### config.mk
export PLATFORM = sky130hd
export DESIGN_NAME = rv32i_pipe_ctrl_flat
export DESIGN_NICKNAME = d
export VERILOG_FILES = /design/src/rtl/rv32i_pipe_ctrl_if.sv /design/src/rtl/rv32i_pipe_ctrl.sv /design/src/flat_wrapper.sv
export SDC_FILE = /design/constraint.sdc
export NUM_CORES = 1
export LEC_CHECK = 0
export CAP_MARGIN = 40
export CELL_PAD_IN_SITES_DETAIL_PLACEMENT = 1
export CELL_PAD_IN_SITES_GLOBAL_PLACEMENT = 1
export CORE_MARGIN = 3
export CORE_UTILIZATION = 29
export DETAILED_ROUTE_END_ITERATION = 10
export PLACE_DENSITY_LB_ADDON = 0.1
export RECOVER_POWER = 50
export SYNTH_ARGS = -nofsm -noshare
export SYNTH_HDL_FRONTEND = slang
export SYNTH_SLANG_ARGS = --single-unit
### constraint.sdc
create_clock -name clk_i -period 2.23 [get_ports clk_i]
set_input_delay 0.446 -clock clk_i [delete_from_list [all_inputs] [get_ports clk_i]]
set_output_delay 0.446 -clock clk_i [all_outputs]
set_load 0.05 [all_outputs]
### src/rtl/rv32i_pipe_ctrl_if.sv
// rv32i_pipe_ctrl_if: pipeline-side signals of the sequencing controller
//   master: the pipeline (drives hazard/event inputs, consumes control outputs)
//   slave:  the controller
interface rv32i_pipe_ctrl_if #(parameter int REG_BITS = 5);
  logic                fetch_valid_i;
  logic [REG_BITS-1:0] dec_rs1_i;
  logic [REG_BITS-1:0] dec_rs2_i;
  logic [1:0]          dec_rs_used_i;
  logic                ex_valid_i;
  logic                ex_is_load_i;
  logic [REG_BITS-1:0] ex_rd_i;
  logic                jal_i;
  logic                redirect_i;
  logic                mem_req_i;
  logic                mem_done_i;
  logic                decode_ready_o;
  logic                decode_clear_o;
  logic                execute_clear_o;
  logic                fetch_stall_o;
  logic [1:0]          pc_sel_o;
  logic [1:0]          state_o;
  logic [15:0]         stall_cycles_o;
  modport master (
    output fetch_valid_i, dec_rs1_i, dec_rs2_i, dec_rs_used_i, ex_valid_i, ex_is_load_i,
           ex_rd_i, jal_i, redirect_i, mem_req_i, mem_done_i,
    input  decode_ready_o, decode_clear_o, execute_clear_o, fetch_stall_o, pc_sel_o,
           state_o, stall_cycles_o
  );
  modport slave (
    input  fetch_valid_i, dec_rs1_i, dec_rs2_i, dec_rs_used_i, ex_valid_i, ex_is_load_i,
           ex_rd_i, jal_i, redirect_i, mem_req_i, mem_done_i,
    output decode_ready_o, decode_clear_o, execute_clear_o, fetch_stall_o, pc_sel_o,
           state_o, stall_cycles_o
  );
endinterface

### src/rtl/rv32i_pipe_ctrl.sv
// rv32i_pipe_ctrl: decode/fetch sequencing for load-use, memory waits and redirects
//   clk_i, rst_n_i: clock and asynchronous active-low reset
//   bus (slave): hazard/event inputs in, stall/clear/pc-select controls and stall counter out
module rv32i_pipe_ctrl #(
  parameter int FLUSH_CYCLES = 1,
  parameter int REG_BITS     = 5
) (
  input logic              clk_i,
  input logic              rst_n_i,
  rv32i_pipe_ctrl_if.slave bus
);
  typedef enum logic [1:0] {RUN = 2'b00, LOAD_WAIT = 2'b01, MEM_WAIT = 2'b10, FLUSH = 2'b11} state_t;
  localparam logic [2:0] FLUSH_LOAD = 3'(FLUSH_CYCLES);
  state_t              state, state_nx;
  logic [2:0]          fcnt, fcnt_nx;
  logic                pend, pend_nx;
  logic [15:0]         scnt;
  logic [REG_BITS-1:0] rd;
  logic                hazard, mem_block, redir, done;
  logic                ready, dclr, eclr, stall;
  logic [1:0]          pc_sel;
  assign rd        = bus.ex_rd_i;
  assign redir     = bus.redirect_i;
  assign done      = bus.mem_done_i;
  assign mem_block = bus.mem_req_i & ~done;
  assign hazard    = bus.ex_valid_i & bus.ex_is_load_i & (rd != '0) &
                     ((bus.dec_rs_used_i[0] & (bus.dec_rs1_i == rd)) |
                      (bus.dec_rs_used_i[1] & (bus.dec_rs2_i == rd)));
  always_comb begin
    state_nx = state;
    fcnt_nx  = fcnt;
    pend_nx  = pend;
    ready    = 1'b0;
    dclr     = 1'b0;
    eclr     = 1'b0;
    stall    = 1'b0;
    pc_sel   = 2'b00;
    case (state)
      RUN: begin
        if (redir) begin
          pc_sel   = 2'b10;
          dclr     = 1'b1;
          eclr     = 1'b1;
          fcnt_nx  = FLUSH_LOAD;
          state_nx = FLUSH;
        end else if (mem_block) begin
          stall    = 1'b1;
          state_nx = MEM_WAIT;
        end else if (hazard) begin
          stall    = 1'b1;
          eclr     = 1'b1;
          state_nx = LOAD_WAIT;
        end else if (bus.jal_i) begin
          pc_sel = 2'b01;
          dclr   = 1'b1;
        end else begin
          ready = bus.fetch_valid_i;
        end
      end
      LOAD_WAIT: begin
        if (redir) begin
          pc_sel   = 2'b10;
          dclr     = 1'b1;
          eclr     = 1'b1;
          fcnt_nx  = FLUSH_LOAD;
          state_nx = FLUSH;
        end else begin
          stall    = 1'b1;
          eclr     = 1'b1;
          ready    = done & bus.fetch_valid_i;
          state_nx = done ? RUN : LOAD_WAIT;
        end
      end
      MEM_WAIT: begin
        // a redirect seen while memory is busy is deferred until the access completes
        if (done && (pend || redir)) begin
          pc_sel   = 2'b10;
          dclr     = 1'b1;
          eclr     = 1'b1;
          fcnt_nx  = FLUSH_LOAD;
          pend_nx  = 1'b0;
          state_nx = FLUSH;
        end else begin
          stall    = 1'b1;
          pend_nx  = pend | redir;
          state_nx = done ? RUN : MEM_WAIT;
        end
      end
      FLUSH: begin
        dclr     = 1'b1;
        eclr     = 1'b1;
        stall    = mem_block;
        pc_sel   = redir ? 2'b10 : 2'b00;
        fcnt_nx  = redir ? FLUSH_LOAD : mem_block ? fcnt : fcnt - 3'd1;
        state_nx = (!redir && !mem_block && fcnt <= 3'd1) ? RUN : FLUSH;
      end
    endcase
  end
  always_ff @(posedge clk_i or negedge rst_n_i) begin
    if (!rst_n_i) begin
      state <= RUN;
      fcnt  <= '0;
      pend  <= 1'b0;
      scnt  <= '0;
    end else begin
      state <= state_nx;
      fcnt  <= fcnt_nx;
      pend  <= pend_nx;
      scnt  <= scnt + 16'(stall && scnt != 16'hffff);
    end
  end
  // reset overrides the combinational controls so the pipeline is frozen and squashed
  assign bus.decode_ready_o  = rst_n_i & ready;
  assign bus.decode_clear_o  = ~rst_n_i | dclr;
  assign bus.execute_clear_o = ~rst_n_i | eclr;
  assign bus.fetch_stall_o   = ~rst_n_i | stall;
  assign bus.pc_sel_o        = rst_n_i ? pc_sel : 2'b00;
  assign bus.state_o         = state;
  assign bus.stall_cycles_o  = scnt;
endmodule
### src/flat_wrapper.sv
// flat-port wrapper written by rule: the top's interface ports become plain ports
module rv32i_pipe_ctrl_flat 
#(
  parameter int FLUSH_CYCLES = 1,
  parameter int REG_BITS     = 5
)
  (clk_i, rst_n_i, bus_fetch_valid_i, bus_dec_rs1_i, bus_dec_rs2_i, bus_dec_rs_used_i, bus_ex_valid_i, bus_ex_is_load_i, bus_ex_rd_i, bus_jal_i, bus_redirect_i, bus_mem_req_i, bus_mem_done_i, bus_decode_ready_o, bus_decode_clear_o, bus_execute_clear_o, bus_fetch_stall_o, bus_pc_sel_o, bus_state_o, bus_stall_cycles_o);
  rv32i_pipe_ctrl_if #(.REG_BITS(REG_BITS)) bus_i ();
  input logic clk_i;
  input logic rst_n_i;
  input wire logic [$bits(bus_i.fetch_valid_i)-1:0] bus_fetch_valid_i;
  input wire logic [$bits(bus_i.dec_rs1_i)-1:0] bus_dec_rs1_i;
  input wire logic [$bits(bus_i.dec_rs2_i)-1:0] bus_dec_rs2_i;
  input wire logic [$bits(bus_i.dec_rs_used_i)-1:0] bus_dec_rs_used_i;
  input wire logic [$bits(bus_i.ex_valid_i)-1:0] bus_ex_valid_i;
  input wire logic [$bits(bus_i.ex_is_load_i)-1:0] bus_ex_is_load_i;
  input wire logic [$bits(bus_i.ex_rd_i)-1:0] bus_ex_rd_i;
  input wire logic [$bits(bus_i.jal_i)-1:0] bus_jal_i;
  input wire logic [$bits(bus_i.redirect_i)-1:0] bus_redirect_i;
  input wire logic [$bits(bus_i.mem_req_i)-1:0] bus_mem_req_i;
  input wire logic [$bits(bus_i.mem_done_i)-1:0] bus_mem_done_i;
  output wire logic [$bits(bus_i.decode_ready_o)-1:0] bus_decode_ready_o;
  output wire logic [$bits(bus_i.decode_clear_o)-1:0] bus_decode_clear_o;
  output wire logic [$bits(bus_i.execute_clear_o)-1:0] bus_execute_clear_o;
  output wire logic [$bits(bus_i.fetch_stall_o)-1:0] bus_fetch_stall_o;
  output wire logic [$bits(bus_i.pc_sel_o)-1:0] bus_pc_sel_o;
  output wire logic [$bits(bus_i.state_o)-1:0] bus_state_o;
  output wire logic [$bits(bus_i.stall_cycles_o)-1:0] bus_stall_cycles_o;
  assign bus_i.fetch_valid_i = bus_fetch_valid_i;
  assign bus_i.dec_rs1_i = bus_dec_rs1_i;
  assign bus_i.dec_rs2_i = bus_dec_rs2_i;
  assign bus_i.dec_rs_used_i = bus_dec_rs_used_i;
  assign bus_i.ex_valid_i = bus_ex_valid_i;
  assign bus_i.ex_is_load_i = bus_ex_is_load_i;
  assign bus_i.ex_rd_i = bus_ex_rd_i;
  assign bus_i.jal_i = bus_jal_i;
  assign bus_i.redirect_i = bus_redirect_i;
  assign bus_i.mem_req_i = bus_mem_req_i;
  assign bus_i.mem_done_i = bus_mem_done_i;
  assign bus_decode_ready_o = bus_i.decode_ready_o;
  assign bus_decode_clear_o = bus_i.decode_clear_o;
  assign bus_execute_clear_o = bus_i.execute_clear_o;
  assign bus_fetch_stall_o = bus_i.fetch_stall_o;
  assign bus_pc_sel_o = bus_i.pc_sel_o;
  assign bus_state_o = bus_i.state_o;
  assign bus_stall_cycles_o = bus_i.stall_cycles_o;
  rv32i_pipe_ctrl #(.FLUSH_CYCLES(FLUSH_CYCLES), .REG_BITS(REG_BITS)) u_core (.clk_i(clk_i), .rst_n_i(rst_n_i), .bus(bus_i));
endmodule
# [Yosys cells after proc, flatten, opt, wreduce, memory -nomap -nowiden]
# Cells that the tools add are included.
[op_classes] n_mux=45 eq_ne=10 n_reduce_logical=12 addsub=2 bitwise_logic=15 magnitude_cmp=1
[ops] cell="2-bit 2-to-1 mux" n=13
[ops] cell="1-bit 2-to-1 mux" n=21
[ops] cell="16-bit by 1-bit adder with 16-bit output" n=1
[ops] cell="16-bit inequality test, second input constant" n=1
[ops] cell="3-bit 2-to-1 mux" n=4
[ops] cell="5-bit == test" n=2
[ops] cell="3-bit one-hot mux with 3 select lines" n=1
[ops] cell="1-bit bitwise AND" n=8
[ops] cell="1-bit one-hot mux with 4 select lines" n=2
[ops] cell="2-bit one-hot mux with 4 select lines" n=1
[ops] cell="2-bit one-hot mux with 3 select lines" n=1
[ops] cell="1-bit OR" n=5
[ops] cell="5-bit nonzero test" n=1
[ops] cell="2-bit == test, second input constant" n=2
[ops] cell="1-bit logical AND" n=4
[ops] cell="2-bit by 1-bit inequality test with 1-bit output, second input constant" n=2
[ops] cell="4-bit by 2-bit inequality test with 1-bit output, second input constant" n=1
[ops] cell="2-bit OR reduction" n=2
[ops] cell="3-bit by 1-bit less-or-equal comparator with 1-bit output, second input constant" n=1
[ops] cell="3-bit inequality test, second input constant" n=1
[ops] cell="1-bit one-hot mux with 3 select lines" n=1
[ops] cell="3-bit AND reduction" n=1
[ops] cell="3-bit by 1-bit subtractor with 3-bit output, second input constant" n=1
[ops] cell="2-bit by 1-bit == test with 1-bit output, second input constant" n=1
[ops] cell="other kinds (5)" n=7
[word_totals] register_bits=22 out_inout_bits=24 in_bits=26 word_cells=89

# [Logic depth before layout (Yosys ltp)]
# Gate-level depths: netlist of the first run.
[depth] ltp_word=10 depth_mapped=13 ltp_nobuf=12

# [Worst setup path after synthesis of the first run]
# Ideal clock, no wire load.
[synth_timing] path_kind="register -> output" start="register u_core.state[1], in the netlist u_core.bus.state_o[1]" end="output bus_execute_clear_o" slack_ns=-0.559 stages_incl_launch_ff=6 required_time_ns=1.784 arrival_time_ns=2.343 path_cell_list="dfrtp_1 > clkbuf_1 > nor2_1 > nand2_1 > a31oi_1 > o21ai_0"
[synth_between] elab_chain_cells=4
[synth_lines] element="start: declaration" line_no="rv32i_pipe_ctrl.sv:14" rtl="state_t state, state_nx;"
[synth_lines] element="start signal: assignment" line_no="rv32i_pipe_ctrl.sv:106" rtl="state <= state_nx;"
[synth_lines] element="2-bit == test / 2-bit by 1-bit == test with 1-bit output (equally long branches)" line_no="rv32i_pipe_ctrl.sv:38" rtl="case (state)"
[synth_lines] element="2-bit OR reduction (no source line)"
[synth_lines] element="1-bit one-hot mux with 3 select lines *" line_no="rv32i_pipe_ctrl.sv:38"
[synth_lines] element="1-bit OR *" line_no="rv32i_pipe_ctrl.sv:115" rtl="assign bus.execute_clear_o = ~rst_n_i | eclr;"
[synth_lines] element="end: declaration" line_no="flat_wrapper.sv:24" rtl="output wire logic [$bits(bus_i.execute_clear_o)-1:0] bus_execute_clear_o;"
# Mark *: on every way between the ends. The rest lies on a longest branch, timed or not.

# [Worst setup path after layout of the first run]
[layout_timing] start="input bus_ex_rd_i[4]" end="output bus_pc_sel_o[0]"
[layout_between] elab_chain_cells=9
[layout_lines] element="start: declaration" line_no="flat_wrapper.sv:17" rtl="input wire logic [$bits(bus_i.ex_rd_i)-1:0] bus_ex_rd_i;"
[layout_lines] element="5-bit == test, on equally long branches" line_no="rv32i_pipe_ctrl.sv:27, rv32i_pipe_ctrl.sv:28"
[layout_lines] element="1-bit bitwise AND, on equally long branches" line_no="rv32i_pipe_ctrl.sv:27, rv32i_pipe_ctrl.sv:28"
[layout_lines] element="1-bit OR" line_no="rv32i_pipe_ctrl.sv:27" rtl="((bus.dec_rs_used_i[0] & (bus.dec_rs1_i == rd)) |"
[layout_lines] element="1-bit bitwise AND *" line_no="rv32i_pipe_ctrl.sv:26" rtl="assign hazard = bus.ex_valid_i & bus.ex_is_load_i & (rd != '0) &"
[layout_lines] element="2-bit 2-to-1 mux *" line_no="rv32i_pipe_ctrl.sv:49" rtl="end else if (hazard) begin"
[layout_lines] element="2-bit 2-to-1 mux *" line_no="rv32i_pipe_ctrl.sv:46" rtl="end else if (mem_block) begin"
[layout_lines] element="2-bit 2-to-1 mux *" line_no="rv32i_pipe_ctrl.sv:40" rtl="if (redir) begin"
[layout_lines] element="2-bit one-hot mux with 3 select lines *" line_no="rv32i_pipe_ctrl.sv:38"
[layout_lines] element="2-bit 2-to-1 mux *" line_no="rv32i_pipe_ctrl.sv:117" rtl="assign bus.pc_sel_o = rst_n_i ? pc_sel : 2'b00;"
[layout_lines] element="end: declaration" line_no="flat_wrapper.sv:26" rtl="output wire logic [$bits(bus_i.pc_sel_o)-1:0] bus_pc_sel_o;"
# Marks and branches as above.

==> results of run 1 <==
per-stage QoR:
stage	hold WS (ps)	worst slack (ps)	utilization	total power (W)	cell area (um^2)
3_3_place_gp	481	-462	0.511	0.00194	2260
4_1_cts	500	-79.4	0.552	0.00236	2440
5_1_grt	522	-116	0.586	0.00258	2590
2_1_floorplan	150	-62.2	-	0.00143	1420
3_5_place_dp	488	-516	0.511	0.00200	2260
6_report	497	-60.5	0.586	0.00245	2590
power by group through the flow:
stage	logic, W	registers, W	clock network [W]
after floorplan	0.000544	0.000889	0
after global placement	0.00130	0.000643	0
after detailed placement	0.00134	0.000654	0
after CTS	0.00140	0.000657	0.000296
after global routing	0.00161	0.000661	0.000312
final	0.00152	0.000643	0.000288
state kept, by name, summed over array words and instances (netlist names):
register / count
u_core.pend: 1
u_core.fcnt: 3
u_core.bus.stall_cycles_o: 16
u_core.bus.state_o: 2
layout make-up:
cell class	instances	area share
Multi-Input combinational cell	117	0.394
Timing Repair Buffer	99	0.339
Sequential cell	22	0.214
Tap cell	52	0.0252
Clock buffer	4	0.0213
Inverter	5	0.00726
layout by cell type, fill, tap and decap left out, types with 2 or more instances in the layout:
master / n
buf_12: 4
nor2b_1: 2
clkdlybuf4s50_1: 21
nor3_2: 2
dfrtp_2: 2
nand4_1: 6
buf_2: 6
nand2_1: 9
buf_6: 8
o21ai_0: 4
nor2_1: 9
xnor2_1: 11
clkbuf_1: 2
buf_4: 46
dfrtp_1: 20
a21oi_4: 2
ha_1: 2
nand3_1: 7
clkbuf_8: 4
nand2_2: 5
dlygate4sd2_1: 6
nor2_4: 3
a21oi_1: 6
xor2_1: 4
o21ai_2: 2
xnor2_2: 7
xnor2_4: 2
inv_1: 5
nor3_1: 5
cells by family after synthesis:
family                   count (synthesis)  share of synthesized area
XOR/XNOR                                25                      0.163
buffers and inverters                    8                     0.0233
AND/OR/NAND/NOR                         61                      0.223
flip-flops                              22                      0.411
AO/OA/AOI/OAI                           27                      0.142
adder cells (fa/ha/maj)                  4                     0.0373
worst max path at each step:
stage	startpoint	cells past startpoint	endpoint	slack, ps
after global routing	bus_ex_rd_i[1]	9	bus_fetch_stall_o	-120
after global placement	bus_ex_rd_i[3]	6	bus_pc_sel_o[0]	-460
after detailed placement	bus_ex_rd_i[3]	12	u_core.bus.stall_cycles_o[14]$_DFF_PN0_	-520
after floorplan	u_core.bus.state_o[0]$_DFFE_PN0P_	12	u_core.bus.stall_cycles_o[12]$_DFF_PN0_	-60
final	bus_ex_rd_i[4]	6	bus_pc_sel_o[0]	-60
after CTS	bus_ex_rd_i[4]	6	bus_pc_sel_o[0]	-80
routing by layer:
layer,vias up,GRT usage
li1,714,-
met1,738,0.228
met2,26,0.324
met3,4,0.0243
met4,0,0.0402
met5,-,0
timing repair:
item | in CTS | in global routing
gates resized for setup | 85 | 27
pin swaps | 31 | 27
endpoints found under the setup margin | 19 | 13
setup buffers | 8 | 6
==> impl_metrics.env, run 1 <==
export IMPL_multiInputGateArea_mm2=0.00102
export IMPL_pwr_density_cell_mw_per_mm2=946
export IMPL_hp_class="reg -> reg"
export IMPL_start_util=0.304
export IMPL_vias=1482
export IMPL_share_comb_of_total_power=0.620
export IMPL_coreArea_mm2=0.00441
export IMPL_syn_area_mm2=0.00134
export IMPL_final_layout_size_suffix_gt1_frac=0.462
export IMPL_crit_chain="buf_8 -> or3_4 -> o311a_4 -> a21oi_4 -> and4_4 -> buf_12"
export IMPL_root_buffer="clkbuf_8"
export IMPL_rrSetupSlack_ps=40
export IMPL_cp_max_fo=4
export IMPL_slew_viol_final=0
export IMPL_grt_overflow=0
export IMPL_htree_levels=1
export IMPL_ys_ff_latch=22
export IMPL_dp_cells=281
export IMPL_antenna_cells=0
export IMPL_setup_tns_ps=-142
export IMPL_timing_rr_end="u_core.bus.stall_cycles_o[14]$_DFF_PN0_"
export IMPL_ff2ff_path_depth=12
export IMPL_die_w_um=74.0
export IMPL_routedLengthMet1_mm=2.07
export IMPL_drv_cap=0
export IMPL_grt_pass1_vias=1631
export IMPL_grt_antenna_before_repair=0
export IMPL_fillers=502
export IMPL_synth_largest_area_cell="dfrtp_1"
export IMPL_numClockSinks=22
export IMPL_violations="negative setup slack"
export IMPL_synth_edf_count=0
export IMPL_synth_nets=177
export IMPL_crit_path_top_delay_cell="or3_4"
export IMPL_syn_inst=147
export IMPL_clock_latency_ps=260
export IMPL_hold_viol=0
export IMPL_fmax_mhz=437
export IMPL_internal_power_w=0.00134
export IMPL_holdCritStartpoint="u_core.bus.stall_cycles_o[9]$_DFF_PN0_"
export IMPL_critPathKind="in -> out"
export IMPL_dp_final_hpwl_mm=3.69
export IMPL_wl_met2_mm=2.59
export IMPL_port_buffers=49
export IMPL_grt_pass1_wl_mm=7.65
export IMPL_outcome="complete, but fails checks"
export IMPL_clock_path_buffers=2
export IMPL_pwr_share_seq=0.263
export IMPL_design_die_area_mm2=0.00547
export IMPL_clkTransAtPathRegs_ps=90
export IMPL_cts_tree="yes"
export IMPL_cp_data_required_time_ps=1780
export IMPL_num_io_pins=50
export IMPL_synth_flop_cell="dfrtp_1"
export IMPL_crit_family="simple AND/OR/NAND/NOR gates"
export IMPL_final_setup_viol_count=4
export IMPL_gp_congestion=0.778
export IMPL_synthToLayoutAreaGrowth_pct=93.0
export IMPL_grt_usage=0.180
export IMPL_wl_met3_um=164
export IMPL_synth_top_cell_area_share=0.411
export IMPL_finalCritPeriodShare=1.03
export IMPL_drcViolationCount=0
export IMPL_synth_area_per_cell_um2=9.12
export IMPL_power_leakage_nw=1.12
export IMPL_via_per_inst=4.96
export IMPL_rsz0062_at_grt="true"
export IMPL_ys_warnings_count=0
export IMPL_startpoint_type="input pin"
export IMPL_wl_per_cell_um=16.2
export IMPL_power_switching_w=0.00111
export IMPL_grt_max_degree=16
export IMPL_die_h_um=74.0
export IMPL_peakVddDrop_mv=0.509
export IMPL_fin_ws_ps=-60.5
export IMPL_cts_hold_buffers=0
export IMPL_rows=24
export IMPL_tightestPinTransition_ps=853
export IMPL_first_pass_iters=3
export IMPL_cp_arrival_ps=1840
export IMPL_synth_area_leaders="dfrtp_1 (41%), xnor2_1 (13%), nand2_1 (4.2%), ha_1 (3.7%), nor2_1 (3.6%)"
export IMPL_stdcell_count=299
export IMPL_whs_endpoint="u_core.bus.stall_cycles_o[9]$_DFF_PN0_"
export IMPL_post_route_min_period_ps=2290
export IMPL_cts_inserted_buffers=3
export IMPL_synthArstFlopShare=1.00
export IMPL_max_stage_delay_ps=370
export IMPL_drt_wl_total_mm=4.86
export IMPL_seqCellArea_um2=553
export IMPL_nets=278
export IMPL_power_clock_fraction=0.118
export IMPL_endpoint_kind="primary output"
export IMPL_synth_common_cells="dfrtp_1 (22), xnor2_1 (20), nand2_1 (15), nor2_1 (13)"
export IMPL_switching_share=0.454
export IMPL_crit_buf_inv=2
export IMPL_top_layer="met4"
export IMPL_antenna_left=0
export IMPL_slew_headroom=0.431
export IMPL_yosysSeqAreaShare=0.411
export IMPL_finClkSkew_ps=8.16
export IMPL_synth_most_common_cell="dfrtp_1"
export IMPL_whs_path_depth=1
export IMPL_yosys_cell_types_count=34
export IMPL_r2r_start="u_core.bus.state_o[1]$_DFFE_PN0P_"
export IMPL_drtIter0Drc=42
Power figures use the tool's default switching activity.
==> run 2, diff against run 1 <==
--- a/config.mk
+++ b/config.mk
@@ -5,11 +5,10 @@
 export SDC_FILE = /design/constraint.sdc
 export NUM_CORES = 1
 export LEC_CHECK = 0
-export CAP_MARGIN = 40
 export CELL_PAD_IN_SITES_DETAIL_PLACEMENT = 1
 export CELL_PAD_IN_SITES_GLOBAL_PLACEMENT = 1
 export CORE_MARGIN = 3
-export CORE_UTILIZATION = 29
+export CORE_UTILIZATION = 32
 export DETAILED_ROUTE_END_ITERATION = 10
 export PLACE_DENSITY_LB_ADDON = 0.1
 export RECOVER_POWER = 50
==> constraint.sdc (replaced) <==
create_clock -name clk_i -period 2.4 [get_ports clk_i]
set_input_delay 0.48 -clock clk_i [delete_from_list [all_inputs] [get_ports clk_i]]
set_output_delay 0.48 -clock clk_i [all_outputs]
set_load 0.05 [all_outputs]
==> run 2 against run 1 <==
Net effect:
- the flow now finishes without violations
- die area down 8.6%
- sequential power down 3.9%
- final area down 12%
- combinational power down 20%
- worst hold slack better by 17 ps
- largest power group unchanged
==> impl_metrics.env, run 2 (same netlist as run 1, synthesis figures left out) <==
export IMPL_drcViolationCount=0
export IMPL_htree_levels=1
export IMPL_nets=253
export IMPL_cts_inserted_buffers=3
export IMPL_grt_antenna_before_repair=0
export IMPL_design_area_mm2=0.00227
export IMPL_peakVddDrop_mv=0.512
export IMPL_grt_pass1_vias=1468
export IMPL_clkTransAtPathRegs_ps=70
export IMPL_vias=1385
export IMPL_timing_rr_end="u_core.bus.stall_cycles_o[14]$_DFF_PN0_"
export IMPL_startpoint_type="input pin"
export IMPL_crit_chain="buf_6 -> or3_4 -> o311a_4 -> a21oi_4 -> and4_4 -> buf_12"
export IMPL_numClockSinks=22
export IMPL_critPathKind="in -> out"
export IMPL_die_w_um=70.7
export IMPL_grt_overflow=0
export IMPL_rows=22
export IMPL_share_comb_of_total_power=0.588
export IMPL_max_stage_delay_ps=370
export IMPL_hp_class="reg -> reg"
export IMPL_power_switching_w=0.000961
export IMPL_wl_met3_um=159
export IMPL_wl_met2_mm=2.37
export IMPL_internal_power_w=0.00110
export IMPL_whs_endpoint="u_core.bus.stall_cycles_o[13]$_DFF_PN0_"
export IMPL_grt_pass1_wl_mm=7.28
export IMPL_dp_cells=265
export IMPL_wl_per_cell_um=16.4
export IMPL_finalCritPeriodShare=0.993
export IMPL_final_setup_viol_count=0
export IMPL_tightestPinTransition_ps=691
export IMPL_outcome="complete, no violations"
export IMPL_die_h_um=70.7
export IMPL_finClkSkew_ps=10.0
export IMPL_switching_share=0.467
export IMPL_antenna_left=0
export IMPL_ff2ff_path_depth=12
export IMPL_clock_latency_ps=260
export IMPL_power_clock_fraction=0.112
export IMPL_fillers=436
export IMPL_cp_data_required_time_ps=1920
export IMPL_holdCritStartpoint="u_core.bus.stall_cycles_o[13]$_DFF_PN0_"
export IMPL_endpoint_kind="primary output"
export IMPL_hold_viol=0
export IMPL_fmax_mhz=420
export IMPL_drtIter0Drc=57
export IMPL_root_buffer="clkbuf_8"
export IMPL_clock_path_buffers=2
export IMPL_setup_tns_ps=0
export IMPL_via_per_inst=5.13
export IMPL_r2r_start="u_core.bus.stall_cycles_o[11]$_DFF_PN0_"
export IMPL_gp_congestion=0.777
export IMPL_stdcell_count=270
export IMPL_start_util=0.348
export IMPL_grt_max_degree=14
export IMPL_final_layout_size_suffix_gt1_frac=0.288
export IMPL_drv_cap=0
export IMPL_coreArea_mm2=0.00385
export IMPL_cp_arrival_ps=1900
export IMPL_pwr_share_seq=0.300
export IMPL_antenna_cells=0
export IMPL_slew_viol_final=0
export IMPL_slew_headroom=0.539
export IMPL_cts_tree="yes"
export IMPL_design_power_total_w=0.00206
export IMPL_cp_max_fo=4
export IMPL_crit_path_top_delay_cell="or3_4"
export IMPL_pwr_density_cell_mw_per_mm2=908
export IMPL_port_buffers=49
export IMPL_first_pass_iters=4
export IMPL_design_die_area_mm2=0.00500
export IMPL_whs_path_depth=1
export IMPL_power_leakage_nw=0.947
export IMPL_num_io_pins=50
export IMPL_place_area_mm2=0.00211
export IMPL_grt_usage=0.178
export IMPL_cts_hold_buffers=0
export IMPL_post_route_min_period_ps=2380
export IMPL_layout_common_cells="clkdlybuf4s50_1 (22), buf_4 (21), xnor2_1 (20), dfrtp_1 (20), nand2_1 (12)"
export IMPL_drt_wl_total_mm=4.43
export IMPL_rrSetupSlack_ps=140
export IMPL_routedLengthMet1_mm=1.86
export IMPL_layout_commonest_cell="clkdlybuf4s50_1"
export IMPL_top_layer="met4"
export IMPL_largest_reg_flops=16
export IMPL_dp_final_hpwl_mm=3.42
export IMPL_synthToLayoutAreaGrowth_pct=69.1
-- run 2: final cells by class --
| class | instances | area, um^2 | area share |
|---|---|---|---|
| inverter | 5 | 18.8 | 0.00828 |
| clock buffer | 4 | 45.0 | 0.0199 |
| tap | 48 | 60.1 | 0.0265 |
| timing repair buffer | 74 | 688 | 0.304 |
| multi-input combinational | 117 | 901 | 0.398 |
| sequential | 22 | 553 | 0.244 |
-- run 2: power by group through the flow --
| stage | Clock (W) | Sequential, W | Combinational (W) |
|---|---|---|---|
| floorplan | 0 | 0.000814 | 0.000452 |
| finish | 0.000230 | 0.000618 | 0.00121 |
| global route | 0.000262 | 0.000640 | 0.00131 |
| global placement | 0 | 0.000597 | 0.00112 |
| detailed placement | 0 | 0.000605 | 0.00115 |
| CTS | 0.000243 | 0.000602 | 0.00117 |
-- run 2: repair_timing --
action                     CTS  global route
gates resized for setup     40            29
setup endpoints to repair   19            15
setup buffers                0             1
pin swaps                   21            21
-- run 2: stage by stage --
step / utilization / setup slack (ps) / hold slack [ps]
after floorplan: - / 9.13 / 184
after global placement: 0.548 / -395 / 487
after detailed placement: 0.548 / -462 / 501
after CTS: 0.567 / 0.437 / 519
after global routing: 0.588 / -30.5 / 551
final: 0.588 / 17.6 / 514
-- run 2: how the worst max path moves through the flow --
stage	from	endpoint	slack [ps]	cells past startpoint
global route	u_core.bus.stall_cycles_o[11]$_DFF_PN0_	u_core.bus.stall_cycles_o[14]$_DFF_PN0_	-30	12
detailed placement	bus_ex_rd_i[4]	u_core.bus.stall_cycles_o[14]$_DFF_PN0_	-460	12
global placement	bus_ex_rd_i[0]	u_core.bus.stall_cycles_o[14]$_DFF_PN0_	-390	12
CTS	bus_redirect_i	u_core.bus.stall_cycles_o[14]$_DFF_PN0_	0.4	13
floorplan	u_core.bus.state_o[0]$_DFFE_PN0P_	u_core.bus.stall_cycles_o[14]$_DFF_PN0_	9	13
finish	bus_ex_rd_i[2]	bus_pc_sel_o[0]	20	6
-- run 2: critical path, delay by kind of cell --
kind / cells / cell delay [ps]
AO/OA/AOI/OAI: 2 / 540
buffers and inverters: 2 / 240
AND/OR/NAND/NOR: 2 / 630
-- run 2: routing by layer --
| layer | GRT usage | vias to the layer above |
|---|---|---|
| li1 | - | 667 |
| met2 | 0.313 | 31 |
| met3 | 0.0313 | 4 |
| met1 | 0.226 | 683 |
| met5 | 0 | - |
| met4 | 0.0438 | 0 |
==> run 3, diff against run 2 <==
--- a/config.mk
+++ b/config.mk
@@ -15,3 +15,4 @@
 export SYNTH_ARGS = -nofsm -noshare
 export SYNTH_HDL_FRONTEND = slang
 export SYNTH_SLANG_ARGS = --single-unit
+export TNS_END_PERCENT = 5
==> run 3 against run 2 <==
Net effect:
- total power fell by 0.53%
- register-to-register slack got worse by 30 ps
- clock power barely moved
- final cell count did not move
- worst hold slack barely moved
- critical path type unchanged
==> impl_metrics.env, run 3 (same netlist as run 1, synthesis figures left out) <==
export IMPL_die_h_um=70.7
export IMPL_cp_data_required_time_ps=1920
export IMPL_wl_per_cell_um=16.3
export IMPL_internal_power_w=0.00109
export IMPL_fmax_mhz=418
export IMPL_design_die_area_mm2=0.00500
export IMPL_hp_class="reg -> reg"
export IMPL_tightestPinTransition_ps=692
export IMPL_ff2ff_path_depth=12
export IMPL_clkTransAtPathRegs_ps=70
export IMPL_vias=1380
export IMPL_startpoint_type="input pin"
export IMPL_endpoint_kind="primary output"
export IMPL_drt_wl_total_mm=4.41
export IMPL_via_per_inst=5.11
export IMPL_crit_chain="buf_2 -> or3_1 -> o311a_4 -> a21oi_4 -> and4_4 -> buf_12"
export IMPL_synthToLayoutAreaGrowth_pct=68.2
export IMPL_finalCritPeriodShare=0.997
export IMPL_antenna_cells=0
export IMPL_cts_inserted_buffers=3
export IMPL_grt_pass1_vias=1468
export IMPL_clock_latency_ps=260
export IMPL_die_w_um=70.7
export IMPL_power_leakage_nw=0.942
export IMPL_pre_cts_ws_ps=-462
export IMPL_crit_buf_inv=2
export IMPL_power_switching_w=0.000958
export IMPL_cp_arrival_ps=1910
export IMPL_clock_path_buffers=2
export IMPL_rsz0062_at_grt="true"
export IMPL_antenna_left=0
export IMPL_cts_tree="yes"
export IMPL_slew_headroom=0.539
export IMPL_drcViolationCount=0
export IMPL_fillers=438
export IMPL_gp_congestion=0.777
export IMPL_outcome="complete, no violations"
export IMPL_first_pass_iters=4
export IMPL_slew_viol_final=0
export IMPL_numClockSinks=22
export IMPL_share_comb_of_total_power=0.585
export IMPL_r2r_start="u_core.bus.state_o[1]$_DFFE_PN0P_"
export IMPL_drv_cap=0
export IMPL_grt_antenna_before_repair=0
export IMPL_grt_max_degree=14
export IMPL_coreArea_mm2=0.00385
export IMPL_pwr_share_seq=0.302
export IMPL_peakVddDrop_mv=0.515
export IMPL_final_layout_size_suffix_gt1_frac=0.266
export IMPL_crit_path_top_delay_cell="or3_1"
export IMPL_pwr_density_cell_mw_per_mm2=908
export IMPL_max_stage_delay_ps=360
export IMPL_htree_levels=1
export IMPL_grt_usage=0.178
export IMPL_drtIter0Drc=55
export IMPL_rows=22
export IMPL_start_util=0.348
export IMPL_crit_start="bus_ex_rd_i[2]"
export IMPL_largest_reg_flops=16
export IMPL_timing_rr_end="u_core.bus.stall_cycles_o[14]$_DFF_PN0_"
export IMPL_layout_common_cells="clkdlybuf4s50_1 (25), buf_4 (21), xnor2_1 (20), dfrtp_1 (20), nand2_1 (12)"
export IMPL_cp_max_fo=4
export IMPL_finClkSkew_ps=9.65
export IMPL_layout_commonest_cell="clkdlybuf4s50_1"
export IMPL_rrSetupSlack_ps=110
export IMPL_grt_overflow=0
export IMPL_critPathKind="in -> out"
export IMPL_num_io_pins=50
export IMPL_hold_viol=0
export IMPL_utilization=0.585
export IMPL_power_clock_fraction=0.113
export IMPL_crit_family="simple AND/OR/NAND/NOR gates"
export IMPL_root_buffer="clkbuf_8"
export IMPL_port_buffers=49
export IMPL_nets=253
export IMPL_final_setup_viol_count=0
export IMPL_path_depth=6
export IMPL_fin_ws_ps=6.60
export IMPL_dp_final_hpwl_mm=3.42
export IMPL_post_route_min_period_ps=2390
export IMPL_cts_hold_buffers=0
export IMPL_switching_share=0.468
export IMPL_grt_pass1_wl_mm=7.28
export IMPL_crit_end="bus_pc_sel_o[0]"
-- run 3: changes by cell type in the layout (fill, tap and decap cells not counted), sizes merged --
cell	before	now
dlygate4sd2	8	11
clkbuf	10	8
dlygate4sd3	3	0
clkdlybuf4s15	3	2
clkdlybuf4s50	22	25
-- run 3: worst min path at each step --
stage / from / endpoint / cells past startpoint
floorplan: rst_n_i / u_core.bus.stall_cycles_o[0]$_DFF_PN0_ / 0
global placement: u_core.bus.stall_cycles_o[13]$_DFF_PN0_ / u_core.bus.stall_cycles_o[13]$_DFF_PN0_ / 1
detailed placement: u_core.bus.stall_cycles_o[13]$_DFF_PN0_ / u_core.bus.stall_cycles_o[13]$_DFF_PN0_ / 1
CTS: u_core.bus.stall_cycles_o[13]$_DFF_PN0_ / u_core.bus.stall_cycles_o[13]$_DFF_PN0_ / 1
global route: u_core.bus.stall_cycles_o[4]$_DFF_PN0_ / u_core.bus.stall_cycles_o[4]$_DFF_PN0_ / 1
finish: u_core.bus.stall_cycles_o[13]$_DFF_PN0_ / u_core.bus.stall_cycles_o[13]$_DFF_PN0_ / 1
-- run 3: metrics by stage --
step	setup TNS [ps]	total power [W]	cells	area [um^2]	hold slack, ps
floorplan	0	0.00127	147	1360	184
global placement	-5550	0.00172	265	2110	487
detailed placement	-6570	0.00175	265	2110	501
CTS	0	0.00202	269	2180	519
global route	-254	0.00219	270	2250	551
finish	0	0.00205	270	2250	514
-- run 3: layout make-up --
type / instances / area [um^2] / share of cell area
tap: 48 / 60.1 / 0.0267
inverter: 5 / 18.8 / 0.00833
multi-input combinational: 117 / 888 / 0.394
clock buffer: 4 / 45.0 / 0.0200
sequential: 22 / 553 / 0.245
timing repair buffer: 74 / 688 / 0.305
-- run 3: timing repair --
| action | 4_1_cts | 5_1_grt |
|---|---|---|
| pin swaps | 21 | 17 |
| gates resized for setup | 40 | 21 |
| hold endpoints to repair | 0 | 0 |
| setup endpoints to repair | 19 | 15 |
| buffers inserted | 0 | 1 |
-- run 3: power groups by stage --
| stage | Clock [W] | Sequential [W] | Combinational, W |
|---|---|---|---|
| after floorplan | 0 | 0.000814 | 0.000452 |
| after global placement | 0 | 0.000597 | 0.00112 |
| after global routing | 0.000262 | 0.000640 | 0.00129 |
| after detailed placement | 0 | 0.000605 | 0.00115 |
| final | 0.000230 | 0.000618 | 0.00120 |
| after CTS | 0.000243 | 0.000602 | 0.00117 |
-- run 3: per-layer routing --
metal / vias to the layer above / part of all wire / wire length [um] / GRT usage
met5: - / 0 / 0 / 0
li1: 667 / - / - / -
met2: 31 / 0.53 / 2350 / 0.313
met3: 4 / 0.036 / 160 / 0.0313
met4: 0 / 0.010 / 44 / 0.0438
met1: 678 / 0.42 / 1860 / 0.226
